**config.mk**
```make
export PLATFORM = sky130hd
export DESIGN_NAME = vga_scanout_flat
export DESIGN_NICKNAME = d
export VERILOG_FILES = /design/src/rtl/vga_scanout_if.sv /design/src/rtl/vga_scanout.sv /design/src/flat_wrapper.sv
export SDC_FILE = /design/constraint.sdc
export NUM_CORES = 1
export LEC_CHECK = 0
export CORE_MARGIN = 2
export CORE_UTILIZATION = 30
export DETAILED_ROUTE_END_ITERATION = 8
export SLEW_MARGIN = 20
export SYNTH_ARGS = -nofsm -noshare
export SYNTH_HDL_FRONTEND = slang
export SYNTH_SLANG_ARGS = --single-unit
```
**constraint.sdc**
```tcl
create_clock -name CLOCK_50 -period 3.5 [get_ports CLOCK_50]
set_input_delay 1.05 -clock CLOCK_50 [delete_from_list [all_inputs] [get_ports CLOCK_50]]
set_output_delay 1.05 -clock CLOCK_50 [all_outputs]
set_load 0.01 [all_outputs]
```
**src/rtl/vga_scanout_if.sv**
```systemverilog
// rtl/vga_scanout_if.sv - frame-memory read port and VGA DAC pins of the scanout block
//
// Signals:
//   rd_addr      frame memory read address (y*160 + x), driven by the scanout
//   rd_data      frame memory data {R,G,B}, one CLOCK_50 cycle after rd_addr
//   frame_start  one-cycle pulse at the start of vertical blanking
//   VGA_*        DAC pixel clock, syncs, blank and 10-bit colour channels
// Modports: master = scanout side, slave = memory / display side.
interface vga_scanout_if;
    logic [14:0] rd_addr;
    logic [2:0]  rd_data;
    logic        frame_start;
    logic        VGA_CLK;
    logic        VGA_HS;
    logic        VGA_VS;
    logic        VGA_BLANK_N;
    logic        VGA_SYNC_N;
    logic [9:0]  VGA_R;
    logic [9:0]  VGA_G;
    logic [9:0]  VGA_B;

    modport master (
        output rd_addr, frame_start,
        output VGA_CLK, VGA_HS, VGA_VS, VGA_BLANK_N, VGA_SYNC_N,
        output VGA_R, VGA_G, VGA_B,
        input  rd_data
    );

    modport slave (
        input  rd_addr, frame_start,
        input  VGA_CLK, VGA_HS, VGA_VS, VGA_BLANK_N, VGA_SYNC_N,
        input  VGA_R, VGA_G, VGA_B,
        output rd_data
    );
endinterface

```
**src/rtl/vga_scanout.sv**
```systemverilog
// rtl/vga_scanout.sv - 640x480@60 scanout of a 160x120 3-bit frame memory with 4x4 replication
//
// Ports:
//   CLOCK_50  50 MHz system clock
//   resetn    asynchronous active-low reset
//   bus       vga_scanout_if.master: rd_addr/rd_data memory port, frame_start,
//             VGA_CLK/HS/VS/BLANK_N/SYNC_N and VGA_R/G/B DAC pins
//
// Two-stage pipeline clocked on alternate CLOCK_50 cycles (pix_en):
//   stage A issues the read address and registers visible/hsync/vsync,
//   stage B registers the memory data and the stage-A flags onto the pins,
//   so sync, blank and colour always refer to the same pixel.
module vga_scanout #(
    parameter int H_VISIBLE = 640,
    parameter int H_FRONT   = 16,
    parameter int H_SYNC    = 96,
    parameter int H_BACK    = 48,
    parameter int V_VISIBLE = 480,
    parameter int V_FRONT   = 10,
    parameter int V_SYNC    = 2,
    parameter int V_BACK    = 33
) (
    input logic           CLOCK_50,
    input logic           resetn,
    vga_scanout_if.master bus
);
    localparam int H_TOTAL = H_VISIBLE + H_FRONT + H_SYNC + H_BACK;
    localparam int V_TOTAL = V_VISIBLE + V_FRONT + V_SYNC + V_BACK;

    localparam logic [9:0] H_VIS_C  = 10'(H_VISIBLE);
    localparam logic [9:0] H_LAST_C = 10'(H_TOTAL - 1);
    localparam logic [9:0] HS_BEG_C = 10'(H_VISIBLE + H_FRONT);
    localparam logic [9:0] HS_END_C = 10'(H_VISIBLE + H_FRONT + H_SYNC - 1);
    localparam logic [9:0] V_VIS_C  = 10'(V_VISIBLE);
    localparam logic [9:0] V_VLST_C = 10'(V_VISIBLE - 1);
    localparam logic [9:0] V_LAST_C = 10'(V_TOTAL - 1);
    localparam logic [9:0] VS_BEG_C = 10'(V_VISIBLE + V_FRONT);
    localparam logic [9:0] VS_END_C = 10'(V_VISIBLE + V_FRONT + V_SYNC - 1);

    logic        r_pix_en;
    logic [9:0]  r_h_cnt;
    logic [9:0]  r_v_cnt;
    logic [14:0] r_rd_addr;
    logic        r_frame_start;
    logic        r_vis_a;
    logic        r_hs_a;
    logic        r_vs_a;
    logic        r_hs;
    logic        r_vs;
    logic        r_blank_n;
    logic [9:0]  r_r;
    logic [9:0]  r_g;
    logic [9:0]  r_b;

    logic        w_visible_a;
    logic        w_hs_a;
    logic        w_vs_a;
    logic        w_h_wrap;
    logic [14:0] w_row;
    logic [14:0] w_col;
    logic [14:0] w_addr_a;

    assign w_visible_a = (r_h_cnt < H_VIS_C) && (r_v_cnt < V_VIS_C);
    assign w_hs_a      = ~((r_h_cnt >= HS_BEG_C) && (r_h_cnt <= HS_END_C));
    assign w_vs_a      = ~((r_v_cnt >= VS_BEG_C) && (r_v_cnt <= VS_END_C));
    assign w_h_wrap    = (r_h_cnt == H_LAST_C);

    // row*160 as (row<<7)+(row<<5); the largest result (119*160+159) fits 15 bits
    assign w_row    = {7'd0, r_v_cnt[9:2]};
    assign w_col    = {7'd0, r_h_cnt[9:2]};
    assign w_addr_a = (w_row << 7) + (w_row << 5) + w_col;

    always_ff @(posedge CLOCK_50 or negedge resetn) begin
        if (!resetn) begin
            r_pix_en      <= 1'b0;
            r_h_cnt       <= 10'd0;
            r_v_cnt       <= 10'd0;
            r_rd_addr     <= 15'd0;
            r_frame_start <= 1'b0;
            r_vis_a       <= 1'b0;
            r_hs_a        <= 1'b1;
            r_vs_a        <= 1'b1;
            r_hs          <= 1'b1;
            r_vs          <= 1'b1;
            r_blank_n     <= 1'b0;
            r_r           <= 10'd0;
            r_g           <= 10'd0;
            r_b           <= 10'd0;
        end else begin
            r_pix_en      <= ~r_pix_en;
            r_frame_start <= 1'b0;
            if (r_pix_en) begin
                if (w_h_wrap) begin
                    r_h_cnt <= 10'd0;
                    r_v_cnt <= (r_v_cnt == V_LAST_C) ? 10'd0 : r_v_cnt + 10'd1;
                end else begin
                    r_h_cnt <= r_h_cnt + 10'd1;
                end
                // pulse on the step from the last visible pixel into vertical blanking
                r_frame_start <= w_h_wrap && (r_v_cnt == V_VLST_C);

                // stage A
                r_rd_addr <= w_visible_a ? w_addr_a : 15'd0;
                r_vis_a   <= w_visible_a;
                r_hs_a    <= w_hs_a;
                r_vs_a    <= w_vs_a;

                // stage B: rd_data was returned on the intervening pix_en=0 cycle
                r_hs      <= r_hs_a;
                r_vs      <= r_vs_a;
                r_blank_n <= r_vis_a;
                r_r       <= r_vis_a ? {10{bus.rd_data[2]}} : 10'd0;
                r_g       <= r_vis_a ? {10{bus.rd_data[1]}} : 10'd0;
                r_b       <= r_vis_a ? {10{bus.rd_data[0]}} : 10'd0;
            end
        end
    end

    // pixel clock rises on the idle cycle, i.e. mid-pixel relative to pin updates
    assign bus.VGA_CLK     = r_pix_en;
    assign bus.rd_addr     = r_rd_addr;
    assign bus.frame_start = r_frame_start;
    assign bus.VGA_HS      = r_hs;
    assign bus.VGA_VS      = r_vs;
    assign bus.VGA_BLANK_N = r_blank_n;
    assign bus.VGA_SYNC_N  = 1'b1;
    assign bus.VGA_R       = r_r;
    assign bus.VGA_G       = r_g;
    assign bus.VGA_B       = r_b;
endmodule

```
**src/flat_wrapper.sv**
```systemverilog
// flat-port wrapper written by rule: the top's interface ports become plain ports
module vga_scanout_flat 
#(
    parameter int H_VISIBLE = 640,
    parameter int H_FRONT   = 16,
    parameter int H_SYNC    = 96,
    parameter int H_BACK    = 48,
    parameter int V_VISIBLE = 480,
    parameter int V_FRONT   = 10,
    parameter int V_SYNC    = 2,
    parameter int V_BACK    = 33
)
  (CLOCK_50, resetn, bus_rd_addr, bus_frame_start, bus_VGA_CLK, bus_VGA_HS, bus_VGA_VS, bus_VGA_BLANK_N, bus_VGA_SYNC_N, bus_VGA_R, bus_VGA_G, bus_VGA_B, bus_rd_data);
  vga_scanout_if bus_i ();
  input logic CLOCK_50;
  input logic resetn;
  output wire logic [$bits(bus_i.rd_addr)-1:0] bus_rd_addr;
  output wire logic [$bits(bus_i.frame_start)-1:0] bus_frame_start;
  output wire logic [$bits(bus_i.VGA_CLK)-1:0] bus_VGA_CLK;
  output wire logic [$bits(bus_i.VGA_HS)-1:0] bus_VGA_HS;
  output wire logic [$bits(bus_i.VGA_VS)-1:0] bus_VGA_VS;
  output wire logic [$bits(bus_i.VGA_BLANK_N)-1:0] bus_VGA_BLANK_N;
  output wire logic [$bits(bus_i.VGA_SYNC_N)-1:0] bus_VGA_SYNC_N;
  output wire logic [$bits(bus_i.VGA_R)-1:0] bus_VGA_R;
  output wire logic [$bits(bus_i.VGA_G)-1:0] bus_VGA_G;
  output wire logic [$bits(bus_i.VGA_B)-1:0] bus_VGA_B;
  input wire logic [$bits(bus_i.rd_data)-1:0] bus_rd_data;
  assign bus_rd_addr = bus_i.rd_addr;
  assign bus_frame_start = bus_i.frame_start;
  assign bus_VGA_CLK = bus_i.VGA_CLK;
  assign bus_VGA_HS = bus_i.VGA_HS;
  assign bus_VGA_VS = bus_i.VGA_VS;
  assign bus_VGA_BLANK_N = bus_i.VGA_BLANK_N;
  assign bus_VGA_SYNC_N = bus_i.VGA_SYNC_N;
  assign bus_VGA_R = bus_i.VGA_R;
  assign bus_VGA_G = bus_i.VGA_G;
  assign bus_VGA_B = bus_i.VGA_B;
  assign bus_i.rd_data = bus_rd_data;
  vga_scanout #(.H_VISIBLE(H_VISIBLE), .H_FRONT(H_FRONT), .H_SYNC(H_SYNC), .H_BACK(H_BACK), .V_VISIBLE(V_VISIBLE), .V_FRONT(V_FRONT), .V_SYNC(V_SYNC), .V_BACK(V_BACK)) u_core (.CLOCK_50(CLOCK_50), .resetn(resetn), .bus(bus_i));
endmodule
```
==> metrics.txt <==
Post-synth EDFFs 0; TritonRoute pass-1 iters 4; WL final 5226 um; GRT Resource Usage Total 11.36%; Hold Startpoint u_core.r_hs_a; Cells after DPL 388; critical path's slowest cell fa_1; Leak 1.480 nW; Worst EP required 3.69 ns; Starting DRT DRC Count 47; clk_lat worst skew 0.30 ns; Tot Pwr 0.9201 mW; Via-to-Cell Ratio 4.697; crit path time final 2.655 ns; Critical Path, Cell by Cell inv_1, fa_1, inv_1, ha_1, a211oi_1, nor2_1, o41ai_1, xnor2_1, a22o_1; combinational fraction of design power 6.6%; CP startpoint u_core.r_v_cnt[4]; Die W 98.10 um; Synth async-reset ratio 100.0%; Starting Density 30.76%; Worst R2R Setup Slack 0.84 ns; TritonCTS Buffers 5; internal power 0.7075 mW; antenna fix cells 0; maxcap violations 0; post-CTS sizing 0; Worst-path clk slew 0.09 ns; Post-Syn Nets 284; final count of pins violating max slew 0; CP max stage delay 0.56 ns; I/O Buffers 54; Synth Warn # 0; Fmax achieved 376.6 MHz; number of global-route vias before repair 1820; cell area after synthesis 0.002656 sq mm; TNS Setup 0 ns; Setup-failing EPs final 0; top_reg_cell synth dfrtp_1; critical path's top delay family adder cells; Die H 98.10 um; PD cells 287.4 mW/mm^2; Final period util 75.87%; final hold violations 0; nets@finish 314; Non-Filler Instances 396; most common cell in the netlist dfrtp_1; status finished clean; fraction of layout instances using a drive strength above 1 9.375%; # IOs 56; crit path max fanout 6; DRC viols 0; Antenna Nets Post-Route 0; Post-DP HPWL 3760 um; pin count of the biggest net entering global routing 47; Clock Skew 0.009006 ns; flops & latches, synth 46; number of H-tree levels 2; Sw Ratio 23.11%; Die ar. 0.009623 sq mm; Reg-to-Reg Start u_core.r_v_cnt[4]; global-route wire length before repair 8901 um; number of setup buffers added after CTS 0; Hold WC Path Type flip-flop to flip-flop; vias after detailed routing 1860; core area 0.008636 sq mm; clock power share 35.1%; Clock Tree Buf Depth 2; Critical Path Start Type flip-flop; CTS tree built; per-cell routed wire length 13.20 um; clock sink count 46; Flop pwr share 58.4%; commonest cells in the netlist dfrtp_1, buf_4, ha_1; CP Capture Type flip-flop; gate count of the mapped netlist 257; top post-synthesis cells by area dfrtp_1, ha_1, buf_4, dfstp_2, xnor2_1; Final GP Congestion 0.7965; Synth cell types 48; antenna violations before repair 0; RSZ-0062 raised after global routing no; syn_area_per_cell 10.34 sq um; most used cell, CP inv_1; Rows 34; post-synth top area share 39.57%; Hold Buf Count CTS 0; Max VDD drop 0.1321 mV; worst relative slew slack 58.40%; slew of the pin with the lowest slew margin 0.6207 ns; crit path DAT 2.85 ns; Root Buffer clkbuf_8; dominant cell type by area after synthesis dfrtp_1; WS Path Type flip-flop to flip-flop; GRT overflow 0; register area share after synthesis 43.52%; area grow syn2layout 20.54%; CP bufs+invs 2; switching power 0.2126 mW
[logic make-up after synthesis]
family | Yosys count | share of synthesized area [%]
simple gates | 68 | 13.75
buf+inv | 52 | 11.49
compound gates | 47 | 12.67
flops | 46 | 43.52
fa+ha+maj | 22 | 10.93
xor+xnor | 18 | 6.218
mux | 3 | 1.272
other cells | 1 | 0.1412
[path summary, 6_finish.rpt]
| kind | end | cells past startpoint |
|---|---|---|
| setup / recovery | u_core.bus.rd_addr[13] | 9 |
| hold / removal | u_core.r_hs_a | 2 |
| max in group asynchronous | u_core.r_vs_a | 1 |
| setup reg to reg | u_core.bus.rd_addr[13] | 9 |
| min in group asynchronous | u_core.bus.frame_start | 1 |
| hold reg to reg | u_core.r_hs_a | 2 |
[routing by layer]
| metal | routed length (um) | global-route usage (%) | vias up |
|---|---|---|---|
| li1 | - | - | 918 |
| met3 | 314 | 3.293 | 8 |
| met4 | 73 | 3.632 | 0 |
| met5 | 0 | 0 | - |
| met1 | 2445 | 14.24 | 875 |
| met2 | 2393 | 18.91 | 59 |
[sequential cells by signal, summed over array words and instances (netlist names)]
register / cells
u_core.r_vs_a: 1
u_core.r_vis_a: 1
u_core.r_hs_a: 1
u_core.bus.VGA_HS: 1
u_core.r_h_cnt: 10
u_core.bus.VGA_VS: 1
u_core.r_v_cnt: 10
u_core.bus.VGA_G: 1
u_core.bus.VGA_CLK: 1
u_core.bus.VGA_BLANK_N: 1
u_core.bus.rd_addr: 15
u_core.bus.VGA_R: 1
u_core.bus.frame_start: 1
u_core.bus.VGA_B: 1
[area by class of cell]
type	instances	area [sq um]
inverter	19	71.32
clock buffer	6	72.57
timing repair buffer	56	553.0
clock inverter	2	13.76
tap	108	135.1
sequential	46	1156
fill	873	5434
multi-input combinational	159	1200
[through the flow]
| stage | instance area, sq um | hold slack, ns | worst slack (ns) | utilization, % |
|---|---|---|---|---|
| final | 3202 | 0.4942 | 0.8445 | 37.08 |
| after global routing | 3202 | 0.5261 | 0.6366 | 37.08 |
| after CTS | 3199 | 0.4924 | 0.8240 | 37.05 |
| after detailed placement | 3113 | 0.4814 | 0.8671 | 36.05 |
| after global placement | 3113 | 0.4851 | 0.9216 | 36.05 |
| after floorplan | 2656 | 0.4649 | 1.046 | - |
[worst register-to-register path, stage by stage, from the launching register on]
cell and delay, ns:
dfrtp_1 0.43, inv_1 0.12, fa_1 0.56, inv_1 0.06
ha_1 0.31, a211oi_1 0.33, nor2_1 0.12, o41ai_1 0.32
xnor2_1 0.11, a22o_1 0.20
[layout by cell type, fill, tap and decap left out, types with 3 or more instances in the layout]
master / instances
dfstp_2: 4
ha_1: 20
dfrtp_1: 42
and3_1: 4
clkbuf_8: 5
a22o_1: 11
o21ai_1: 4
inv_1: 18
nand4_1: 5
o21ai_0: 8
xnor2_1: 12
nand3_1: 4
clkdlybuf4s50_1: 53
nand2_1: 18
nor2_1: 15
xor2_1: 5
nand2b_1: 3
nor3_1: 6
a21o_1: 4
mux2_2: 3
buf_4: 3
a21oi_1: 5
[power groups by stage]
stage	registers (mW)	logic (mW)	clock network, mW
after floorplan	0.548	0.0342	0
after global placement	0.547	0.0612	0
after detailed placement	0.548	0.0616	0
after CTS	0.537	0.0616	0.337
after global routing	0.539	0.0653	0.357
final	0.537	0.0603	0.323
Note: power is estimated with default switching activity, not from simulation.
